### src/rtl/evm_pkg.sv
// Shared types and sizing for the three-candidate voting machine.
package evm_pkg;

    typedef enum logic {
        VOTING = 1'b0,
        CLOSED = 1'b1
    } evm_state_t;

    localparam int NUM_CAND      = 3;
    localparam int DEFAULT_CNT_W = 32;

endpackage

### src/rtl/evm_vote_edge_detect.sv
// Turns a debounced button level into a one-cycle press strobe on its rising edge.
module vote_edge_detect (
    input  logic clk,
    input  logic rst,
    input  logic btn,
    output logic press
);

    logic prev;

    // History keeps updating in every state so a held button never re-counts.
    always_ff @(posedge clk) begin
        if (!rst) begin
            prev <= 1'b0;
        end else begin
            prev <= btn;
        end
    end

    assign press = btn & ~prev;

endmodule

### src/rtl/evm.sv
// Voting machine core: one vote per press, tallies hidden until polling closes.
module evm
    import evm_pkg::*;
#(
    parameter int CNT_W = DEFAULT_CNT_W
) (
    input  logic             rst,
    input  logic             clk,
    input  logic             cand1,
    input  logic             cand2,
    input  logic             cand3,
    output logic [CNT_W-1:0] rcnt1,
    output logic [CNT_W-1:0] rcnt2,
    output logic [CNT_W-1:0] rcnt3,
    input  logic             voting_over
);

    logic [NUM_CAND-1:0] btn;
    logic [NUM_CAND-1:0] press;
    evm_state_t          state;
    evm_state_t          state_next;
    logic                one_hot;
    logic                count_en;
    logic [CNT_W-1:0]    cnt [NUM_CAND];

    assign btn = {cand3, cand2, cand1};

    for (genvar i = 0; i < NUM_CAND; i++) begin : g_edge
        vote_edge_detect u_edge (
            .clk   (clk),
            .rst   (rst),
            .btn   (btn[i]),
            .press (press[i])
        );
    end

    always_ff @(posedge clk) begin
        if (!rst) begin
            state <= VOTING;
        end else begin
            state <= state_next;
        end
    end

    always_comb begin
        state_next = state;
        if (state == VOTING && voting_over) begin
            state_next = CLOSED;
        end
    end

    // Simultaneous presses are ambiguous and dropped; the close cycle also drops votes.
    assign one_hot  = (press != '0) && ((press & (press - NUM_CAND'(1))) == '0);
    assign count_en = (state == VOTING) && !voting_over && one_hot;

    always_ff @(posedge clk) begin
        if (!rst) begin
            for (int i = 0; i < NUM_CAND; i++) begin
                cnt[i] <= '0;
            end
        end else if (count_en) begin
            for (int i = 0; i < NUM_CAND; i++) begin
                if (press[i] && cnt[i] != '1) begin
                    cnt[i] <= cnt[i] + CNT_W'(1);
                end
            end
        end
    end

    // Keyed on state_next so results appear on the same edge that closes polling.
    always_ff @(posedge clk) begin
        if (!rst) begin
            rcnt1 <= '0;
            rcnt2 <= '0;
            rcnt3 <= '0;
        end else if (state_next == CLOSED) begin
            rcnt1 <= cnt[0];
            rcnt2 <= cnt[1];
            rcnt3 <= cnt[2];
        end else begin
            rcnt1 <= '0;
            rcnt2 <= '0;
            rcnt3 <= '0;
        end
    end

endmodule

### config.mk
export PLATFORM = sky130hd
export DESIGN_NAME = evm
export DESIGN_NICKNAME = d
export VERILOG_FILES = /design/src/rtl/evm_pkg.sv /design/src/rtl/evm_vote_edge_detect.sv /design/src/rtl/evm.sv
export SDC_FILE = /design/constraint.sdc
export NUM_CORES = 1
export LEC_CHECK = 0
export ABC_AREA = 1
export CELL_PAD_IN_SITES_DETAIL_PLACEMENT = 0
export CELL_PAD_IN_SITES_GLOBAL_PLACEMENT = 2
export CORE_UTILIZATION = 30
export CTS_BUF_LIST = sky130_fd_sc_hd__clkbuf_16
export DETAILED_ROUTE_END_ITERATION = 16
export PLACE_DENSITY_LB_ADDON = 0.25
export SLEW_MARGIN = 10
export SYNTH_ARGS = -nofsm -noshare
export SYNTH_HDL_FRONTEND = slang
export SYNTH_HIERARCHICAL = 1
export SYNTH_SLANG_ARGS = --single-unit
### constraint.sdc
create_clock -name clk -period 2.3 [get_ports clk]
set_input_delay 0.23 -clock clk [delete_from_list [all_inputs] [get_ports clk]]
set_output_delay 0.23 -clock clk [all_outputs]
set_load 0.02 [all_outputs]
# == Word-level counts from Yosys, hierarchy flattened ==
# Memories as Yosys holds them, arrays and structs flattened.
# Index checks and enable logic that the tools add are counted.
# totals
in_bits,6
regBits,100
out_inout_bits,96
ramBits,96
mem_count,1
# classes
reduce_logical,11
muxes,17
n_addsub,4
n_bitwise,11
n_eq_ne,3
# mem_list
memory,words,width,rd,rd_ports_with_merged_regs,write_ports,line_no,rtl
cnt,3,32,3,0,3,evm.sv:24,logic [CNT_W-1:0] cnt [NUM_CAND];
# ops
operator,n
32-bit by 1-bit adder with 32-bit output (second input constant),3
32-bit 2-to-1 mux,3
32-bit != test (second input constant),3
1-bit 2-to-1 mux,14
1-bit logical AND,7
1-bit NOT,4
1-bit AND,3
3-bit AND,1
3-bit logical NOT,1
1-bit bitwise OR,3
3-bit nonzero test,1
3-bit by 1-bit subtractor with 3-bit output (second input constant),1
2-bit AND reduction,1
1-bit logical NOT,1

# == Logic depth before layout (Yosys ltp) ==
# Gate-level depths: netlist of the first run.
# depth
depth_word,11
depth_mapped,12
ltp_nobuf,10

# == Cells and area by module ==
# The synthesis of the first run kept the hierarchy.
# modules_own_cells
mod,area_each_um2,seq_area_each_um2,n_inst,cells_each
evm,8633.3,4824.6,1,1063
vote_edge_detect,37.5,20.0,3,5

# == Worst setup path after synthesis of the first run ==
# Ideal clock, no wire load.
# synth_timing
kind,flip-flop to flip-flop
startpoint,memory cnt[0][0] in the netlist's numbering
endpoint,memory cnt[0][0] in the netlist's numbering (enable)
n_path_buf,0
arrival_ns,1.726
t_required_ns,1.822
setup_ns,0.478
setup_slack_ns,0.096
path_stages_with_launch,9
period_less_slack_ns,2.204
cell_sequence,edfxtp_1 ha_1 nand2_1 nor2_1 nand3_2 nor2_2 nand2_1 nand2_1 nand2_1
# synth_rtl
element,line_no
"start, declared",evm.sv:24

==> results.sh, run 1 <==
export IMPL_drc=0
export IMPL_cts_sinks=196
export IMPL_r2r_start="cnt[0][1]$_SDFFCE_PN0P_"
export IMPL_clk_latency_ns=0.43
export IMPL_reg2reg_to="cnt[0][70]$_SDFFCE_PN0P_"
export IMPL_grt_max_degree=55
export IMPL_synthCells=1078
export IMPL_cts_hold_buffers=0
export IMPL_p_per_area_mw_per_mm2=692.8
export IMPL_max_slew_margin_rel_pct=61.50
export IMPL_num_io_pins=102
export IMPL_synth_area_mm2=0.008746
export IMPL_ant_nets=0
export IMPL_critPathLaunchType="register"
export IMPL_port_buffers=101
export IMPL_path_delay_family="simple AND/OR/NAND/NOR gates"
export IMPL_crit_buf_inv=2
export IMPL_hold_viol_final=0
export IMPL_chipWidth_um=172.7
export IMPL_p_seq_share_pct=50.9
export IMPL_yosysSeqAreaShare_pct=55.85
export IMPL_min_period_over_period_pct=94.00
export IMPL_critical_path_class="register to register"
export IMPL_ir_drop_mv=0.4124
export IMPL_status="complete, no violations"
export IMPL_r2r_cells=12
export IMPL_yosys_register_bits=196
export IMPL_die_h_um=172.7
export IMPL_clockRootBuffer="clkbuf_16"
export IMPL_clk_pin_slew_ns=0.08
export IMPL_worstSetupEndpoint="cnt[0][70]$_SDFFCE_PN0P_"
export IMPL_dpl_worst_slack_ns=0.07116
export IMPL_max_cap_violations=0
export IMPL_dieArea_mm2=0.02984
export IMPL_place_inst=1569
export IMPL_pwr_share_comb_pct=8.7
export IMPL_area_growth_synth_to_final_pct=27.73
export IMPL_cp_num_cells=12
export IMPL_endpoint_kind="register"
export IMPL_drive_gt1_share_pct=7.184
export IMPL_yosysMostFrequentCell="nor2_1"
export IMPL_cts_htree_levels=4
export IMPL_instances_no_fill=1609
export IMPL_track_usage_pct=15.05
export IMPL_clkPwrFrac_pct=40.4
export IMPL_path_cells="ha_2, nand2_1, nor2_2, nand3_2, nor2_2, nand2_1, nand2_1, nor2_1, nor2_4, buf_12, clkbuf_16, nor2_1"
export IMPL_setup_viol=0
export IMPL_power_switching_uw=1912
export IMPL_grt_pass1_vias=6764
export IMPL_ys_top_cells_by_count="315 x nor2_1, 235 x nand2_1, 159 x inv_1, 100 x dfxtp_1, 96 x edfxtp_1"
export IMPL_period_minus_slack_ns=2.162
export IMPL_coreArea_mm2=0.02870
export IMPL_critPathLaunch="cnt[0][1]$_SDFFCE_PN0P_"
export IMPL_synthArstFlopShare_pct=0
export IMPL_p_int_uw=5827
export IMPL_syn_nets=1087
export IMPL_synth_cell_types=24
export IMPL_first_pass_iters=5
export IMPL_r2r_slack_ns=0.14
export IMPL_diodes=0
export IMPL_hp_class="input pin to register"
export IMPL_synth_top_area_share_pct=32.96
export IMPL_finalNetCount=1221
export IMPL_drv_slew=0
export IMPL_total_power_uw=7740
export IMPL_netSwitchingFraction_pct=24.71
export IMPL_num_vias=6773
export IMPL_drtIter0Drc=399
export IMPL_clock_skew_ns=0.01153
export IMPL_crit_required_ns=2.48
export IMPL_slowest_delay_ns=0.39
export IMPL_grt_pass1_wl_mm=35.54
export IMPL_p_leak_uw=0.004441
export IMPL_worst_slew_pin_transition_ns=0.5730
export IMPL_routedWlPerCell_um=13.78
export IMPL_place_congestion=0.8199
export IMPL_synth_edff_count=96
export IMPL_whs_ns=0.3535
export IMPL_crit_fanout=16
export IMPL_hold_depth=3
export IMPL_cts_buffers=17
export IMPL_cts_tree="done"
export IMPL_timing_fmax_mhz=462.6
export IMPL_dp_hpwl_mm=15.78
export IMPL_rows=62
export IMPL_ys_warn_count=6
export IMPL_slowest_stage="edfxtp_1"
export IMPL_arrival_ns=2.34
export IMPL_cts_buffer_depth=2
export IMPL_antenna_found_initial=0
export IMPL_drt_wl_total_mm=22.17
export IMPL_start_util_pct=30.47
export IMPL_synthTopCellsByArea="edfxtp_1 33%, dfxtp_1 23%, nor2_1 14%"
export IMPL_cpMostUsedCell="nand2_1"
export IMPL_avgSynthCellArea_um2=8.113
export IMPL_grt_ovfl_total=0
export IMPL_routed_via_density=4.209
export IMPL_fin_ws_ns=0.1381
export IMPL_synth_top_cell_by_area="edfxtp_1"
export IMPL_synth_ff_type="dfxtp_1"
[area by class of cell]
type / instances / area (µm²)
Fill cell: 3081 / 17530
Sequential cell: 196 / 4885
Multi-Input combinational cell: 700 / 3179
Timing Repair Buffer: 135 / 1414
Inverter: 162 / 609.3
Tap cell: 384 / 480.5
Clock buffer: 17 / 425.4
Clock inverter: 15 / 177.7
[cell usage in the layout (no fill, tap or decap), types with 3 or more instances in the layout]
| master | instances |
|---|---|
| nand3_2 | 3 |
| clkbuf_16 | 20 |
| and3_1 | 3 |
| buf_12 | 6 |
| nand3_1 | 35 |
| nor2_2 | 9 |
| nor3_1 | 19 |
| dfxtp_1 | 100 |
| edfxtp_1 | 96 |
| clkdlybuf4s50_1 | 101 |
| inv_6 | 5 |
| nor2_4 | 3 |
| nand4_1 | 10 |
| nand2_1 | 234 |
| inv_1 | 160 |
| nor2_1 | 313 |
| xor2_1 | 63 |
| bufinv_16 | 3 |
| buf_4 | 24 |
[worst min-delay path by stage]
stage / from / to / slack (ns)
2_1_floorplan: cand1 / g_edge[0].u_edge/prev$_SDFF_PN0_ / 0.32
3_3_place_gp: cnt[0][1]$_SDFFCE_PN0P_ / rcnt1[1]$_SDFF_PN0_ / 0.53
3_5_place_dp: cnt[0][25]$_SDFFCE_PN0P_ / rcnt1[25]$_SDFF_PN0_ / 0.54
4_1_cts: cand1 / g_edge[0].u_edge/prev$_SDFF_PN0_ / 0.33
5_1_grt: cand1 / g_edge[0].u_edge/prev$_SDFF_PN0_ / 0.37
6_report: cand1 / g_edge[0].u_edge/prev$_SDFF_PN0_ / 0.35
[sequential cells by signal (all words and copies together), names as in the netlist]
name                flops
cnt                    96
g_edge.u_edge/prev      3
rcnt1                  32
rcnt2                  32
rcnt3                  32
state                   1
[power by group through the flow]
| stage | clock network (µW) | registers, µW | logic (µW) |
|---|---|---|---|
| after global routing | 3350 | 3960 | 750 |
| final | 3120 | 3940 | 677 |
| after global placement | 0 | 4020 | 652 |
| after detailed placement | 0 | 4020 | 651 |
| after floorplan | 0 | 4080 | 294 |
| after CTS | 3230 | 3940 | 656 |
[worst min-delay path, delay by kind of cell]
kind                   cells  cell delay, ns
buffers and inverters      2            0.45
and+or+nand+nor            1            0.06
[layer usage]
metal  up-vias  track usage [%]  share of wire (%)
li1       3528                -                  -
met1      3117            20.60                 49
met2       108            24.58                 46
met3        20            2.309                3.1
met4         0            4.314                1.5
met5         -                0                  0
[through the flow]
| step | setup TNS (ns) | util (%) | area (µm²) |
|---|---|---|---|
| 3_3_place_gp | 0 | 36.20 | 10390 |
| 2_1_floorplan | 0 | - | 8746 |
| 4_1_cts | 0 | 38.30 | 10990 |
| 6_report | 0 | 38.92 | 11170 |
| 5_1_grt | -0.1973 | 38.92 | 11170 |
| 3_5_place_dp | 0 | 36.20 | 10390 |
[cells by family after synthesis]
kind of cell	Yosys count	share of synthesized area [%]
simple gates	633	29.00
flops	196	55.85
buf+inv	182	8.312
xor+xnor	64	6.409
fa+ha+maj	3	0.4292
[timing repair]
item,4_1_cts,5_1_grt
resized for setup,0,11
endpoints found under the setup margin,0,96
buffers inserted,0,5
(Power assumes the default switching activity.)
==> run 2, diff against run 1 <==
--- a/config.mk
+++ b/config.mk
@@ -12,7 +12,7 @@
 export CTS_BUF_LIST = sky130_fd_sc_hd__clkbuf_16
 export DETAILED_ROUTE_END_ITERATION = 16
 export PLACE_DENSITY_LB_ADDON = 0.25
-export SLEW_MARGIN = 10
+export SLEW_MARGIN = 20
 export SYNTH_ARGS = -nofsm -noshare
 export SYNTH_HDL_FRONTEND = slang
 export SYNTH_HIERARCHICAL = 1
==> results of run 2 <==
Final layout, timing and power as in run 1 (identical DEF).
==> run 3, diff against run 2 <==
--- a/config.mk
+++ b/config.mk
@@ -8,9 +8,12 @@
 export ABC_AREA = 1
 export CELL_PAD_IN_SITES_DETAIL_PLACEMENT = 0
 export CELL_PAD_IN_SITES_GLOBAL_PLACEMENT = 2
+export CORE_ASPECT_RATIO = 1.25
 export CORE_UTILIZATION = 30
 export CTS_BUF_LIST = sky130_fd_sc_hd__clkbuf_16
+export CTS_CLUSTER_SIZE = 40
 export DETAILED_ROUTE_END_ITERATION = 16
+export GPL_TIMING_DRIVEN = 0
 export PLACE_DENSITY_LB_ADDON = 0.25
 export SLEW_MARGIN = 20
 export SYNTH_ARGS = -nofsm -noshare
==> results.sh, run 3 (synthesis gave the netlist of run 1 again) <==
export IMPL_p_seq_share_pct=52.6
export IMPL_routedWlPerCell_um=13.79
export IMPL_stdcell_area_mm2=0.01113
export IMPL_min_period_over_period_pct=93.92
export IMPL_drtIter0Drc=322
export IMPL_pwr_share_comb_pct=9.0
export IMPL_track_usage_pct=15.77
export IMPL_cts_htree_levels=4
export IMPL_largest_register="cnt"
export IMPL_clk_latency_ns=0.45
export IMPL_fin_ws_ns=0.1399
export IMPL_hold_depth=3
export IMPL_power_switching_uw=1981
export IMPL_clk_pin_slew_ns=0.07
export IMPL_port_buffers=101
export IMPL_clock_skew_ns=0.01591
export IMPL_r2r_start="cnt[0][32]$_SDFFCE_PN0P_"
export IMPL_timing_fmax_mhz=462.9
export IMPL_arrival_ns=2.36
export IMPL_status="complete, no violations"
export IMPL_netSwitchingFraction_pct=26.46
export IMPL_num_io_pins=102
export IMPL_drv_slew=0
export IMPL_period_minus_slack_ns=2.160
export IMPL_grt_pass1_wl_mm=35.81
export IMPL_endpoint_kind="register"
export IMPL_antenna_found_initial=1
export IMPL_clkPwrFrac_pct=38.4
export IMPL_max_cap_violations=0
export IMPL_ant_nets=0
export IMPL_reg2reg_to="cnt[0][57]$_SDFFCE_PN0P_"
export IMPL_first_pass_iters=4
export IMPL_layout_commonest_cell="nor2_1"
export IMPL_r2r_slack_ns=0.14
export IMPL_drt_wl_total_mm=22.38
export IMPL_dp_hpwl_mm=16.83
export IMPL_crit_fanout=10
export IMPL_area_growth_synth_to_final_pct=27.25
export IMPL_layout_common_cells="312 x nor2_1, 228 x nand2_1, 160 x inv_1, 101 x clkdlybuf4s50_1, 100 x dfxtp_1"
export IMPL_rows=69
export IMPL_setup_viol=0
export IMPL_dpl_worst_slack_ns=-0.4511
export IMPL_tns_ns=0
export IMPL_finalNetCount=1229
export IMPL_p_per_area_mw_per_mm2=672.7
export IMPL_routed_via_density=4.213
export IMPL_nFillCells=3050
export IMPL_grt_max_degree=24
export IMPL_hold_path_endpoint="g_edge[0].u_edge/prev$_SDFF_PN0_"
export IMPL_critical_path_class="register to register"
export IMPL_p_leak_uw=0.004399
export IMPL_critPathLaunchType="register"
export IMPL_worstHoldStart="cand1"
export IMPL_max_slew_margin_rel_pct=54.42
export IMPL_dieArea_mm2=0.02984
export IMPL_coreArea_mm2=0.02858
export IMPL_start_util_pct=30.61
export IMPL_die_h_um=192.9
export IMPL_drc=0
export IMPL_critPathLaunch="cnt[0][32]$_SDFFCE_PN0P_"
export IMPL_r2r_cells=12
export IMPL_num_vias=6838
export IMPL_cts_buffers=17
export IMPL_chipWidth_um=154.7
export IMPL_hold_viol_final=0
export IMPL_hp_class="input pin to register"
export IMPL_place_congestion=0.8149
export IMPL_cts_tree="done"
export IMPL_drive_gt1_share_pct=7.786
export IMPL_cts_buffer_depth=2
export IMPL_place_area_mm2=0.01033
export IMPL_utilization_pct=38.95
export IMPL_largest_reg_flops=96
export IMPL_worst_slew_pin_transition_ns=0.6837
export IMPL_clockRootBuffer="clkbuf_16"
export IMPL_crit_required_ns=2.50
export IMPL_grt_pass1_vias=6669
export IMPL_ir_drop_mv=0.4612
export IMPL_p_int_uw=5505
export IMPL_grt_ovfl_total=0
export IMPL_cts_sinks=196
export IMPL_diodes=0
[run 3: area by class of cell]
class | instances | area (µm²) | share of cell area, %
Clock buffer | 17 | 425.4 | 3.822
Tap cell | 390 | 488.0 | 4.384
Timing Repair Buffer | 124 | 1236 | 11.11
Sequential cell | 196 | 4885 | 43.89
Buffer | 19 | 145.1 | 1.304
Inverter | 162 | 611.8 | 5.497
Multi-Input combinational cell | 700 | 3217 | 28.90
Clock inverter | 15 | 121.4 | 1.090
[run 3: timing repair]
action,CTS,global route
gates cloned,0,0
pin swaps,7,5
endpoints found under the setup margin,155,116
hold buffers,0,0
setup buffers,9,11
gates resized for setup,10,20
[run 3: metrics by stage]
stage	instances	hold slack, ns	total power [µW]
2_1_floorplan	1078	0.3235	4374
3_3_place_gp	1569	0.5254	4661
3_5_place_dp	1572	0.5319	4675
4_1_cts	1613	0.3099	7584
5_1_grt	1623	0.3482	7795
6_report	1623	0.3347	7486
[run 3: worst max-delay path by stage]
stage | to | slack, ns
2_1_floorplan | cnt[0][0]$_SDFFCE_PN0P_ | 0.1
3_3_place_gp | cnt[0][8]$_SDFFCE_PN0P_ | -0.80
3_5_place_dp | rcnt1[27]$_SDFF_PN0_ | -0.45
4_1_cts | rcnt1[27]$_SDFF_PN0_ | 0.01
5_1_grt | cnt[0][69]$_SDFFCE_PN0P_ | -0.002
6_report | cnt[0][57]$_SDFFCE_PN0P_ | 0.14
[run 3: power by group through the flow]
stage | Sequential, µW | Clock, µW | Combinational, µW
CTS | 3940 | 2970 | 669
detailed placement | 4020 | 0 | 652
finish | 3940 | 2880 | 671
floorplan | 4080 | 0 | 294
global route | 3960 | 3090 | 746
global placement | 4030 | 0 | 632
[run 3: layer usage]
| layer | part of all wire (%) | global-route usage [%] | vias to the layer above |
|---|---|---|---|
| li1 | - | - | 3557 |
| met1 | 48 | 19.97 | 3140 |
| met2 | 48 | 26.63 | 108 |
| met3 | 2.7 | 3.032 | 31 |
| met4 | 1.9 | 5.826 | 2 |
| met5 | 0.058 | 0 | - |
[run 3: critical path: stages (launching register included)]
cell	delay (ns)
edfxtp_1	0.36
ha_2	0.20
nand2_1	0.10
nor2_4	0.16
nand3_4	0.12
nor2_4	0.14
nand2_2	0.08
nand2_2	0.08
nand2_1	0.09
nor2_4	0.22
buf_8	0.18
buf_12	0.14
nor2_1	0.05
